==> src/rtl/sdram_encode_if.sv <==
// Encoder-side bundle: SDRAM read-FIFO pop port, UART TX start/busy pair, status flags.
// Master is the framer; slave is the FIFO/UART environment around it.
interface sdram_encode_if;
    logic       rd_done;
    logic       rfifo_empty;
    logic [7:0] rfifo_rd_data;
    logic       rfifo_rd_en;
    logic       tx_busy;
    logic       tx_trig;
    logic [7:0] tx_data;
    logic       enc_busy;
    logic       ovr_err;

    modport master (
        input  rd_done,
        input  rfifo_empty,
        input  rfifo_rd_data,
        input  tx_busy,
        output rfifo_rd_en,
        output tx_trig,
        output tx_data,
        output enc_busy,
        output ovr_err
    );

    modport slave (
        output rd_done,
        output rfifo_empty,
        output rfifo_rd_data,
        output tx_busy,
        input  rfifo_rd_en,
        input  tx_trig,
        input  tx_data,
        input  enc_busy,
        input  ovr_err
    );
endinterface

==> src/rtl/sdram_encode.sv <==
// Frames each SDRAM read burst as HEADER + BURST_LEN FIFO bytes towards the UART TX.
// Latency: rd_done -> header tx_trig next cycle; 3 cycles per data byte beyond UART time.
// Backpressure: holds on tx_busy before each trigger and stalls without popping on rfifo_empty.
module sdram_encode #(
    parameter int         BURST_LEN = 4,
    parameter logic [7:0] HEADER    = 8'haa
) (
    input  logic          s_clk,
    input  logic          s_rst,
    sdram_encode_if.master enc
);

    typedef enum logic [2:0] {
        IDLE,
        SEND,
        WAIT_ACK,
        WAIT_DONE,
        FETCH,
        LATCH
    } state_t;

    localparam logic [3:0] LAST_CNT = 4'(BURST_LEN);

    state_t     state;
    state_t     state_nxt;
    logic [7:0] tx_data_q;
    logic [3:0] byte_cnt;
    logic       pend;
    logic       ovr_err_q;
    logic       tx_trig_c;
    logic       rd_en_c;
    logic       frame_start;

    assign frame_start = (state == IDLE) && (enc.rd_done || pend);

    always_ff @(posedge s_clk or posedge s_rst) begin
        if (s_rst) begin
            state <= IDLE;
        end else begin
            state <= state_nxt;
        end
    end

    // Strobes are gated by the same condition that advances the state, so each fires once per visit.
    always_comb begin
        state_nxt = state;
        tx_trig_c = 1'b0;
        rd_en_c   = 1'b0;
        case (state)
            IDLE: begin
                if (enc.rd_done || pend) state_nxt = SEND;
            end
            SEND: begin
                if (!enc.tx_busy) begin
                    tx_trig_c = 1'b1;
                    state_nxt = WAIT_ACK;
                end
            end
            WAIT_ACK: begin
                if (enc.tx_busy) state_nxt = WAIT_DONE;
            end
            WAIT_DONE: begin
                if (!enc.tx_busy) state_nxt = (byte_cnt == LAST_CNT) ? IDLE : FETCH;
            end
            FETCH: begin
                if (!enc.rfifo_empty) begin
                    rd_en_c   = 1'b1;
                    state_nxt = LATCH;
                end
            end
            LATCH: begin
                state_nxt = SEND;
            end
            default: begin
                state_nxt = IDLE;
            end
        endcase
    end

    always_ff @(posedge s_clk or posedge s_rst) begin
        if (s_rst) begin
            tx_data_q <= 8'h00;
            byte_cnt  <= 4'd0;
            pend      <= 1'b0;
            ovr_err_q <= 1'b0;
        end else begin
            if (frame_start) begin
                tx_data_q <= HEADER;
                byte_cnt  <= 4'd0;
            end
            if (state == LATCH) begin
                tx_data_q <= enc.rfifo_rd_data;
                byte_cnt  <= byte_cnt + 4'd1;
            end
            // In IDLE a pending request is consumed unless a fresh rd_done arrives alongside it.
            if (state == IDLE) begin
                pend <= pend & enc.rd_done;
            end else if (enc.rd_done) begin
                if (!pend) pend <= 1'b1;
                else       ovr_err_q <= 1'b1;
            end
        end
    end

    assign enc.tx_trig     = tx_trig_c;
    assign enc.rfifo_rd_en = rd_en_c;
    assign enc.tx_data     = tx_data_q;
    assign enc.enc_busy    = (state != IDLE);
    assign enc.ovr_err     = ovr_err_q;

endmodule

==> src/flat_wrapper.sv <==
// flat-port wrapper written by rule: the top's interface ports become plain ports
module sdram_encode_flat 
#(
    parameter int         BURST_LEN = 4,
    parameter logic [7:0] HEADER    = 8'haa
)
  (s_clk, s_rst, enc_rd_done, enc_rfifo_empty, enc_rfifo_rd_data, enc_tx_busy, enc_rfifo_rd_en, enc_tx_trig, enc_tx_data, enc_enc_busy, enc_ovr_err);
  sdram_encode_if enc_i ();
  input  logic s_clk;
  input  logic s_rst;
  input wire logic [$bits(enc_i.rd_done)-1:0] enc_rd_done;
  input wire logic [$bits(enc_i.rfifo_empty)-1:0] enc_rfifo_empty;
  input wire logic [$bits(enc_i.rfifo_rd_data)-1:0] enc_rfifo_rd_data;
  input wire logic [$bits(enc_i.tx_busy)-1:0] enc_tx_busy;
  output wire logic [$bits(enc_i.rfifo_rd_en)-1:0] enc_rfifo_rd_en;
  output wire logic [$bits(enc_i.tx_trig)-1:0] enc_tx_trig;
  output wire logic [$bits(enc_i.tx_data)-1:0] enc_tx_data;
  output wire logic [$bits(enc_i.enc_busy)-1:0] enc_enc_busy;
  output wire logic [$bits(enc_i.ovr_err)-1:0] enc_ovr_err;
  assign enc_i.rd_done = enc_rd_done;
  assign enc_i.rfifo_empty = enc_rfifo_empty;
  assign enc_i.rfifo_rd_data = enc_rfifo_rd_data;
  assign enc_i.tx_busy = enc_tx_busy;
  assign enc_rfifo_rd_en = enc_i.rfifo_rd_en;
  assign enc_tx_trig = enc_i.tx_trig;
  assign enc_tx_data = enc_i.tx_data;
  assign enc_enc_busy = enc_i.enc_busy;
  assign enc_ovr_err = enc_i.ovr_err;
  sdram_encode #(.BURST_LEN(BURST_LEN), .HEADER(HEADER)) u_core (.s_clk(s_clk), .s_rst(s_rst), .enc(enc_i));
endmodule
==> config.mk <==
export PLATFORM = sky130hd
export DESIGN_NAME = sdram_encode_flat
export DESIGN_NICKNAME = d
export VERILOG_FILES = /design/src/rtl/sdram_encode_if.sv /design/src/rtl/sdram_encode.sv /design/src/flat_wrapper.sv
export SDC_FILE = /design/constraint.sdc
export NUM_CORES = 1
export LEC_CHECK = 0
export ABC_CLOCK_PERIOD_IN_PS = 1700
export BUFFER_PORTS_ARGS = -buffer_cell sky130_fd_sc_hd__clkbuf_2
export CORE_AREA = 5 5 49 51
export CTS_BUF_LIST = sky130_fd_sc_hd__clkbuf_4 sky130_fd_sc_hd__clkbuf_8
export CTS_CLUSTER_DIAMETER = 100
export DETAILED_ROUTE_END_ITERATION = 8
export DIE_AREA = 0 0 54 56
export GPL_ROUTABILITY_DRIVEN = 0
export HOLD_SLACK_MARGIN = 0.03
export PLACE_DENSITY = 0.67
export SLEW_MARGIN = 20
export SYNTH_ARGS = -nofsm -noshare
export SYNTH_HDL_FRONTEND = slang
export SYNTH_SLANG_ARGS = --single-unit
==> constraint.sdc <==
create_clock -name s_clk -period 1.7 [get_ports s_clk]
set_input_delay 0.34 -clock s_clk [delete_from_list [all_inputs] [get_ports s_clk]]
set_output_delay 0.34 -clock s_clk [all_outputs]
set_load 0.02 [all_outputs]
Yosys cells after proc, flatten, opt, wreduce, memory -nomap -nowiden
Index checks and enable logic that the tools add are counted.

Word-level logic and storage cells: 44. Output and inout port bits: 12. Input bits: 13. Flip-flop bits (word level): 17.

Bitwise logic cells: 2. Muxes and demuxes: 17. $add $sub $neg: 1. Eq/ne operators: 11. Reduce and logical (&&, ||, !) cells: 8.

Operator list (number): $mux W3 (6); $pmux W3 S6 (1); $mux W8 (2); $ne A2 B2 Y1 const B (5); $mux W4 (2); $eq A3 B2 Y1 const B (2); $eq A3 B3 Y1 const B (2); $mux W1 (6); $reduce_and A5 Y1 (1); $add A4 B1 Y4 const B (1); $eq A4 B3 Y1 const B (1); $reduce_bool A2 Y1 (2); $eq A3 B1 Y1 const B (1); $logic_not A3 Y1 (1); $reduce_and A3 Y1 (1); $reduce_bool A3 Y1 (1); $and A1 B1 Y1 (1); $logic_and A1 B1 Y1 (1); $logic_or A1 B1 Y1 (1); $not A1 Y1 (1).

Logic depth before layout (Yosys ltp)
Gate-level depths: netlist of run 1.

Word-level depth: 4. Mapped depth: 5. Mapped depth without buffers: 4.

Least setup slack after synthesis of run 1
Ideal clock, no wire load.

Path type: flip-flop to output port. Start: reg u_core.state[2]. End: out enc_tx_trig. Setup slack: 350 ps. Path buffers: 1. Required time: 1360 ps. Arrival: 1010 ps. Cell stages (with the launch flop): 3. Cells stage by stage: dfrtp_1 -> buf_4 -> nor3_1.

Cells in the longest elaborated chain, start to end: 2.

RTL lines: from (decl) (line sdram_encode.sv:24) `state_t state;`; from (signal assigned) (line sdram_encode.sv:40) `state <= state_nxt;`; $eq A3 B1 Y1 (line sdram_encode.sv:49) `case (state)`; $mux W1 (line sdram_encode.sv:49); to (decl) (line flat_wrapper.sv:16) `output wire logic [$bits(enc_i.tx_trig)-1:0] enc_tx_trig;`.

No other way between the ends.

Final worst setup path of run 1
Start: reg u_core.state[2]. End: out enc_enc_busy.

Cells in the longest elaborated chain, start to end: 1.

RTL lines: $reduce_bool A3 Y1 (line sdram_encode.sv:108) `assign enc.enc_busy = (state != IDLE);`; to (decl) (line flat_wrapper.sv:18) `output wire logic [$bits(enc_i.enc_busy)-1:0] enc_enc_busy;`.

No other way between the ends.

==> flow_metrics.py, run 1 <==
metrics = {
    "synthesis": {
        "synth_most_common_cell": "dfrtp_1",
        "yosys.area.top_type": "dfrtp_1",
        "netlist.area_leader.share": 0.5354,
        "ys_warn_count": 0,
        "synth-edff-count": 0,
        "netlist_top_cells_area": "dfrtp_1 54%, a22o_1 4.4%, o22a_1 4.4%",
        "syn_avg_cell_area_sq_um": 11.68,
        "synth-seq-area-share": 0.5354,
        "ys.flop_type": "dfrtp_1",
        "ys_ff_latch": 17,
        "yosysUniqueCellTypes": 30,
        "synth.cell_area_sq_um": 794.5,
        "syn-num-nets": 83,
        "synth_cells": 68,
        "async_flop_share": 1.000,
    },
    "detailed_routing": {
        "viasPerCell": 4.829,
        "drt_iter0_drc": 3,
        "drc": 0,
        "wl_per_cell_um": 12.41,
        "vias": 594,
        "drt_first_pass_iters": 3,
        "postRouteAntennaNets": 0,
        "routed_wl_um": 1527,
    },
    "sta": {
        "worst_hold_slack_ns": 0.1017,
        "fmax_mhz": 615.4,
        "finClkSkew_ns": 0.001463,
        "hold_viol_final": 0,
        "drv_slew": 0,
        "final.setup.worst_slack_ns": 0.07499,
        "finalCritPeriodShare": 0.9559,
        "max_slew_margin": 0.5815,
        "period_minus_slack_ns": 1.625,
        "tightest_slew_ns": 0.6271,
        "setup_viol": 0,
    },
    "critical_path": {
        "reg2reg_from": "u_core.state[1]",
        "cpPeakStageDelay_ns": 0.48,
        "r2r_cells": 4,
        "cp-startpoint": "u_core.state[2]",
        "cp-end-kind": "primary output",
        "crit_end": "enc_enc_busy",
        "crit_chain": "nor3_4, inv_2, clkbuf_2",
        "crit_slowest_cell": "dfrtp_2",
        "r2r_end": "u_core.enc.tx_data[4]",
        "cp.arrival_ns": 1.29,
        "critPathMaxFanout": 8,
        "path_class": "flop to primary output",
        "worstPathRequired_ns": 1.36,
        "cp-start-kind": "flop",
        "r2r_slack_ns": 0.29,
    },
    "worst_hold_path": {
        "hold_class": "input port to asynchronous set/reset pin",
    },
    "final_layout": {
        "final_area_sq_um": 982.2,
        "final_cells": 123,
        "fin_nets": 112,
        "drive_gt1_frac": 0.4375,
        "syn2layout_area_growth_pct": 23.62,
        "fill_cells": 179,
        "diodes": 0,
    },
    "placed_design": {
        "dp.cells": 116,
        "dpl_worst_slack_ns": 0.3218,
        "dp_hpwl_um": 1171,
        "placed_cell_area_sq_um": 928.4,
        "io_buffer_count": 24,
    },
    "grt": {
        "grt_first_pass_wirelength_um": 2697,
        "antenna_found_initial": 0,
        "grt_usage": 0.1170,
        "grt_overflow": 0,
        "grt_pass1_vias": 628,
        "grt_max_degree": 18,
    },
    "die": {
        "fp.dieH_um": 56,
        "placeableCoreArea_sq_mm": 0.001902,
        "rows": 16,
        "start_util": 0.4178,
        "die_area_sq_mm": 0.003024,
        "io_pins": 25,
        "fp.dieW_um": 54,
    },
    "power": {
        "power.leakage_nw": 0.4632,
        "vdd_drop_max_mv": 0.6518,
        "power.density_mw_per_mm2": 1619,
        "finalPower_mw": 1.590,
    },
    "run_status": {
        "run_status": "finished, final reports clean",
    },
    "clock_network": {
        "clkSinkCount": 17,
        "numCtsBuffers": 3,
        "worstSkewPairLatency_ns": 0.28,
        "cts_root_buffer": "clkbuf_4",
        "cts-htree-levels": 1,
        "cts_hold_buf": 0,
        "cts_buffer_depth": 2,
        "clk_pin_slew_ns": 0.10,
        "cts_tree": "done",
    },
    "flow_run": {
        "cap_violations": 0,
    },
}
-- worst min path at each step --
stage,from,end
after global routing,s_rst,u_core.enc.ovr_err
after floorplan,s_rst,u_core.byte_cnt[0]
after global placement,s_rst,u_core.enc.tx_data[5]
final,s_rst,u_core.enc.tx_data[7]
after detailed placement,s_rst,u_core.enc.tx_data[5]
after CTS,s_rst,u_core.enc.ovr_err
-- cells in the final DEF (no fill, tap or decap), drive strengths merged, types with 3 or more instances in the layout --
| master | n |
|---|---|
| o21ai | 5 |
| dfrtp | 17 |
| nand2 | 3 |
| buf | 3 |
| a21oi | 3 |
| inv | 5 |
| a22o | 4 |
| clkbuf | 27 |
| o22a | 4 |
| nor2 | 4 |
-- registers in the layout (all words and copies together) (netlist names) --
signal,cells
u_core.enc.ovr_err,1
u_core.enc.tx_data,8
u_core.byte_cnt,4
u_core.pend,1
u_core.state,3
-- area by class of cell --
cell class | count | area (sq um) | share of cell area
inverters | 5 | 18.77 | 0.01911
well taps | 27 | 33.78 | 0.03439
clock buffers | 3 | 22.52 | 0.02293
flip-flops and latches | 17 | 429.2 | 0.4369
multi-input cells | 43 | 330.3 | 0.3363
clock inverters | 1 | 5.005 | 0.005096
repair buffers | 27 | 142.6 | 0.1452
-- cells by family (layout without fill, tap and decap cells) --
family / count (synthesis) / count (layout) / share of synthesized area
compound gates: 19 / 19 / 0.1937
simple gates: 18 / 18 / 0.1417
flops: 17 / 17 / 0.5354
buf+inv: 8 / 36 / 0.04880
fa+ha+maj: 3 / 3 / 0.04566
xor+xnor: 2 / 2 / 0.02205
mux: 1 / 1 / 0.01260
-- power breakdown --
group          internal (mW)  leakage, nW  switching [mW]
logic                  0.311        0.246           0.394
registers              0.538        0.199           0.139
clock network         0.0872       0.0177           0.122
total                  0.935        0.463           0.655
-- layer usage --
| layer | wire [um] | track usage | share of wire |
|---|---|---|---|
| met5 | 0 | 0 | 0 |
| met4 | 7 | 0.03203 | 0.0046 |
| met3 | 95 | 0.04021 | 0.062 |
| met2 | 728 | 0.1799 | 0.48 |
| met1 | 695 | 0.1533 | 0.46 |
-- critical path: cells and delay by family (launching register included) --
family / cells / cell delay [ns]
simple gates: 1 / 0.25
buf+inv: 2 / 0.27
flops: 1 / 0.48
-- through the flow --
step	setup TNS (ns)	util
2_1_floorplan	0	-
3_3_place_gp	0	0.4882
3_5_place_dp	0	0.4882
4_1_cts	0	0.5026
5_1_grt	-0.008643	0.5164
6_report	0	0.5164
-- timing repair --
action                     CTS  global route
hold endpoints to repair     0             0
setup endpoints to repair    0             3
setup buffers                0             3
gates resized for setup      0             3
Power figures use the tool's default switching activity.
==> run 2, diff against run 1 <==
--- a/config.mk
+++ b/config.mk
@@ -5,7 +5,7 @@
 export SDC_FILE = /design/constraint.sdc
 export NUM_CORES = 1
 export LEC_CHECK = 0
-export ABC_CLOCK_PERIOD_IN_PS = 1700
+export ABC_CLOCK_PERIOD_IN_PS = 1600
 export BUFFER_PORTS_ARGS = -buffer_cell sky130_fd_sc_hd__clkbuf_2
 export CORE_AREA = 5 5 49 51
 export CTS_BUF_LIST = sky130_fd_sc_hd__clkbuf_4 sky130_fd_sc_hd__clkbuf_8
==> constraint.sdc (replaced) <==
create_clock -name s_clk -period 1.6 [get_ports s_clk]
set_input_delay 0.32 -clock s_clk [delete_from_list [all_inputs] [get_ports s_clk]]
set_output_delay 0.32 -clock s_clk [all_outputs]
set_load 0.02 [all_outputs]
==> run 2 against run 1 <==
Against the previous run:
- sequential power increased by 8.0%
- hold slack got worse by 0.025 ns
- cell count increased by 3.3%
- sequential share of layout area decreased by 2.2 points
- via count increased by 6.1%
- power increased by 16%
- register-to-register slack got worse by 0.06 ns
- global-route usage increased by 0.74 points
- highest routed layer unchanged
- non-clock buffer count increased by 4
- largest power group unchanged
- cell area increased by 5.4%
==> flow_metrics.py, run 2 (synthesis gave the netlist of run 1 again) <==
metrics = {
    "sta": {
        "period_minus_slack_ns": 1.549,
        "finalCritPeriodShare": 0.9681,
        "rsz0062_at_grt": "true",
        "final.setup.worst_slack_ns": 0.05104,
        "finClkSkew_ns": 0.003370,
        "drv_slew": 0,
        "hold_viol_final": 0,
        "max_slew_margin": 0.5799,
        "tightest_slew_ns": 0.6294,
        "fmax_mhz": 645.6,
        "finalSetupTns_ns": 0,
        "setup_viol": 0,
    },
    "grt": {
        "grt_max_degree": 18,
        "grt_first_pass_wirelength_um": 2842,
        "antenna_found_initial": 0,
        "grt_pass1_vias": 627,
        "grt_overflow": 0,
        "grt_usage": 0.1244,
    },
    "placed_design": {
        "placed_cell_area_sq_um": 928.4,
        "dp_hpwl_um": 1156,
        "io_buffer_count": 24,
        "dpl_worst_slack_ns": 0.2537,
    },
    "critical_path": {
        "worstPathRequired_ns": 1.28,
        "critPathMaxFanout": 8,
        "cp.arrival_ns": 1.23,
        "r2r_end": "u_core.enc.tx_data[5]",
        "crit_slowest_cell": "dfrtp_2",
        "r2r_slack_ns": 0.23,
        "cp-end-kind": "primary output",
        "path_class": "flop to primary output",
        "reg2reg_from": "u_core.state[0]",
        "r2r_cells": 5,
        "crit_chain": "nor2_4, nand2_2, nor2_2, buf_4",
        "cpPeakStageDelay_ns": 0.49,
        "cp-start-kind": "flop",
    },
    "die": {
        "fp.dieW_um": 54,
        "fp.dieH_um": 56,
        "io_pins": 25,
        "start_util": 0.4178,
        "rows": 16,
        "die_area_sq_mm": 0.003024,
        "placeableCoreArea_sq_mm": 0.001902,
    },
    "power": {
        "pwr-share-seq": 0.394,
        "vdd_drop_max_mv": 0.8911,
        "switching_share": 0.4071,
        "combinationalPowerShare": 0.473,
        "power.leakage_nw": 0.4863,
        "finalPower_mw": 1.851,
        "power.switching_uw": 753.7,
        "clockPowerShare": 0.133,
        "power.density_mw_per_mm2": 1789,
        "intPower_mw": 1.098,
    },
    "final_layout": {
        "diodes": 0,
        "drive_gt1_frac": 0.5000,
        "mostFrequentLayoutCell": "clkbuf_2",
        "final_cell_mix": "21 x clkbuf_2, 14 x dfrtp_1, 8 x buf_4",
        "fin_nets": 116,
        "syn2layout_area_growth_pct": 30.24,
        "largest_register_ffs": 8,
        "final_area_sq_mm": 0.001035,
    },
    "clock_network": {
        "worstSkewPairLatency_ns": 0.29,
        "cts-htree-levels": 1,
        "clkSinkCount": 17,
        "cts_buffer_depth": 2,
        "clk_pin_slew_ns": 0.10,
        "numCtsBuffers": 3,
        "cts_tree": "done",
        "cts_hold_buf": 0,
        "cts_root_buffer": "clkbuf_4",
    },
    "detailed_routing": {
        "drt_iter0_drc": 8,
        "drc": 0,
        "routed_wl_um": 1710,
        "postRouteAntennaNets": 0,
        "viasPerCell": 4.961,
        "vias": 630,
        "wl_per_cell_um": 13.46,
        "drt_first_pass_iters": 4,
    },
    "flow_run": {
        "cap_violations": 0,
    },
    "worst_hold_path": {
        "hold_class": "input port to asynchronous set/reset pin",
    },
    "run_status": {
        "run_status": "finished, final reports clean",
    },
}
[run 2: cell types whose count changed in the layout (fill, tap and decap cells not counted)]
cell	delta
buf_2	+2
buf_4	+5
clkbuf_2	-3
clkbuf_4	+1
clkinv_2	-1
nand2_1	-1
nand2_2	+1
nor2_1	-2
nor2_2	+1
nor2_4	+1
nor3_1	-1
nor3_2	+1
[run 2: per-stage QoR]
step	instances	hold WS, ns	util
floorplan	68	0.2461	-
global placement	116	0.4160	0.4882
detailed placement	116	0.4161	0.4882
CTS	123	0.1005	0.5178
global route	127	0.1277	0.5441
finish	127	0.07637	0.5441
[run 2: per-layer routing]
layer / GRT usage / up-vias / wire length, um
met5: 0 / - / 0
met4: 0.03203 / 0 / 14
met3: 0.03217 / 2 / 82
met2: 0.1799 / 17 / 853
met1: 0.1821 / 304 / 760
li1: - / 307 / -
[run 2: worst max-delay path by stage]
stage                                from                 end  slack, ns  cells after the start
after floorplan           u_core.state[2]         enc_tx_trig       0.27                      2
after global placement    u_core.state[2]        enc_enc_busy       0.27                      3
after detailed placement  u_core.state[2]  u_core.byte_cnt[3]       0.25                      3
after CTS                 u_core.state[1]     enc_rfifo_rd_en     -0.002                      4
after global routing      u_core.state[0]     enc_rfifo_rd_en      -0.03                      4
final                     u_core.state[0]     enc_rfifo_rd_en       0.05                      4
[run 2: layout make-up]
type | instances | area (sq um)
Fill cell | 176 | 867.1
Sequential cell | 17 | 429.2
Multi-Input combinational cell | 43 | 347.8
Timing Repair Buffer | 31 | 175.2
Tap cell | 27 | 33.78
Clock buffer | 4 | 30.03
Inverter | 5 | 18.77
[run 2: repair_timing]
action,4_1_cts,5_1_grt
endpoints found under the setup margin,2,2
pin swaps,0,3
resized for setup,3,9
setup buffers,3,4
gates cloned,0,0
[run 2: power by group through the flow]
| stage | Sequential [mW] | Combinational (mW) | Clock [mW] |
|---|---|---|---|
| global route | 0.752 | 0.956 | 0.272 |
| CTS | 0.711 | 0.761 | 0.250 |
| detailed placement | 0.725 | 0.692 | 0 |
| finish | 0.730 | 0.875 | 0.246 |
| global placement | 0.724 | 0.680 | 0 |
| floorplan | 0.736 | 0.505 | 0 |
[run 2: worst max-delay path: cells and delay by family (launching register included)]
family	cells	cell delay (ns)
buf+inv	1	0.14
simple gates	3	0.31
flops	1	0.49
==> run 3, diff against run 2 <==
--- a/config.mk
+++ b/config.mk
@@ -6,15 +6,15 @@
 export NUM_CORES = 1
 export LEC_CHECK = 0
 export ABC_CLOCK_PERIOD_IN_PS = 1600
-export BUFFER_PORTS_ARGS = -buffer_cell sky130_fd_sc_hd__clkbuf_2
 export CORE_AREA = 5 5 49 51
-export CTS_BUF_LIST = sky130_fd_sc_hd__clkbuf_4 sky130_fd_sc_hd__clkbuf_8
+export CTS_BUF_LIST = sky130_fd_sc_hd__clkbuf_4 sky130_fd_sc_hd__clkbuf_8 sky130_fd_sc_hd__clkbuf_16
 export CTS_CLUSTER_DIAMETER = 100
 export DETAILED_ROUTE_END_ITERATION = 8
 export DIE_AREA = 0 0 54 56
+export DONT_BUFFER_PORTS = 1
 export GPL_ROUTABILITY_DRIVEN = 0
 export HOLD_SLACK_MARGIN = 0.03
-export PLACE_DENSITY = 0.67
+export PLACE_DENSITY = 0.55
 export SLEW_MARGIN = 20
 export SYNTH_ARGS = -nofsm -noshare
 export SYNTH_HDL_FRONTEND = slang
==> run 3 against run 2 <==
Against the previous run:
- utilization is 8.8 points lower
- critical path depth fell by 1
- combinational power shrank 41%
- hold slack improved by 0.086 ns
- critical path type unchanged
- global-route usage grew 0.30 points
- non-clock buffer count shrank 29
- register-to-register slack lost 0.02 ns
- power down 14%
- critical endpoint unchanged
- clock skew increased by 0.0014 ns
==> flow_metrics.py, run 3 (synthesis gave the netlist of run 1 again) <==
metrics = {
    "run_status": {
        "run_status": "finished, final reports clean",
    },
    "sta": {
        "rsz0062_at_grt": "true",
        "final.setup.worst_slack_ns": 0.07142,
        "hold_viol_final": 0,
        "period_minus_slack_ns": 1.529,
        "setup_viol": 0,
        "max_slew_margin": 0.5648,
        "finClkSkew_ns": 0.004813,
        "tightest_slew_ns": 0.6521,
        "drv_slew": 0,
        "finalCritPeriodShare": 0.9554,
        "fmax_mhz": 654.2,
    },
    "final_layout": {
        "mostFrequentLayoutCell": "dfrtp_1",
        "final_area_sq_um": 867.1,
        "syn2layout_area_growth_pct": 9.134,
        "drive_gt1_frac": 0.2394,
        "diodes": 0,
        "fin_nets": 87,
        "fill_cells": 187,
        "seqCellArea_sq_um": 429.2,
        "largest_register_ffs": 8,
        "multiInputGateArea_sq_um": 337.8,
    },
    "power": {
        "power.density_mw_per_mm2": 1835,
        "combinationalPowerShare": 0.325,
        "clockPowerShare": 0.154,
        "finalPower_mw": 1.591,
        "vdd_drop_max_mv": 0.8100,
        "intPower_uw": 916.6,
        "pwr-share-seq": 0.521,
        "switching_share": 0.4240,
        "power.switching_uw": 674.8,
        "power.leakage_nw": 0.3581,
    },
    "placed_design": {
        "dp_hpwl_um": 1163,
        "io_buffer_count": 0,
        "placed_cell_area_sq_um": 815.8,
        "dpl_worst_slack_ns": 0.2059,
    },
    "die": {
        "rows": 16,
        "start_util": 0.4178,
        "fp.dieH_um": 56,
        "placeableCoreArea_sq_mm": 0.001902,
        "fp.dieW_um": 54,
        "die_area_sq_mm": 0.003024,
        "io_pins": 25,
    },
    "detailed_routing": {
        "vias": 534,
        "wl_per_cell_um": 16.49,
        "postRouteAntennaNets": 0,
        "routed_wl_um": 1616,
        "viasPerCell": 5.449,
        "drc": 0,
        "drt_iter0_drc": 16,
        "drt_first_pass_iters": 4,
    },
    "critical_path": {
        "cp.arrival_ns": 1.21,
        "cp-start-kind": "flop",
        "worstPathRequired_ns": 1.28,
        "crit_chain": "nor2_1, nand2_1, nor2_4",
        "cpPeakStageDelay_ns": 0.48,
        "critPathMaxFanout": 9,
        "path_class": "flop to primary output",
        "cp-end-kind": "primary output",
        "crit_slowest_cell": "dfrtp_2",
    },
    "worst_hold_path": {
        "hold_class": "input port to flop",
    },
    "grt": {
        "antenna_found_initial": 0,
        "grt_first_pass_wirelength_um": 2801,
        "grt_usage": 0.1274,
        "grt_overflow": 0,
        "grt_pass1_vias": 555,
        "grt_max_degree": 18,
    },
    "clock_network": {
        "cts_tree": "done",
        "cts-htree-levels": 1,
        "clkSinkCount": 17,
        "cts_buffer_depth": 2,
        "postCtsSetupBuffers": 0,
        "clk_pin_slew_ns": 0.10,
        "cts_root_buffer": "clkbuf_4",
        "worstSkewPairLatency_ns": 0.29,
        "numCtsBuffers": 3,
    },
    "flow_run": {
        "cap_violations": 0,
    },
}
run 3: power by group through the flow:
stage                     Clock [mW]  Sequential, mW  Combinational, mW
final                          0.246           0.829              0.517
after global routing           0.276           0.860              0.583
after CTS                      0.257           0.818              0.523
after detailed placement           0           0.824              0.516
after global placement             0           0.821              0.513
after floorplan                    0           0.736              0.505
run 3: per-stage QoR:
step	TNS, ns	hold slack, ns	util	instances
after floorplan	0	0.2461	-	68
after global placement	0	0.3266	0.4289	93
after detailed placement	0	0.3391	0.4289	93
after CTS	0	0.1512	0.4539	98
after global routing	-0.008193	0.1532	0.4559	98
final	0	0.1622	0.4559	98
run 3: area by class of cell:
type                    count  share of cell area
clock buffers               4             0.03463
inverters                   5             0.02165
multi-input cells          43              0.3896
flip-flops and latches     17              0.4949
well taps                  27             0.03896
repair buffers              2             0.02020
run 3: final timing paths:
kind,cells after the start,slack (ns),start,to
worst max-delay path,3,0.07,u_core.state[1],enc_rfifo_rd_en
worst min-delay path,1,0.16,enc_rfifo_rd_data[2],u_core.enc.tx_data[2]
worst max register to register,4,0.21,u_core.state[2],u_core.byte_cnt[1]
worst min register to register,1,0.50,u_core.byte_cnt[3],u_core.byte_cnt[3]
max in group asynchronous,2,0.59,s_rst,u_core.state[0]
min in group asynchronous,2,0.55,s_rst,u_core.enc.tx_data[3]
run 3: critical path: cells and delay by family (launching register included):
| kind | cells | cell delay (ns) |
|---|---|---|
| flip-flops | 1 | 0.48 |
| AND/OR/NAND/NOR | 3 | 0.45 |
run 3: metal layers:
layer	track usage	part of all wire
met1	0.1896	0.47
met2	0.1626	0.46
met3	0.03753	0.067
met4	0.06406	0.0062
met5	0	0
run 3: repair_timing:
action / 4_1_cts / 5_1_grt
hold endpoints to repair: 17 / 0
hold buffers: 1 / 0
resized for setup: 2 / 3
endpoints found under the setup margin: 1 / 3
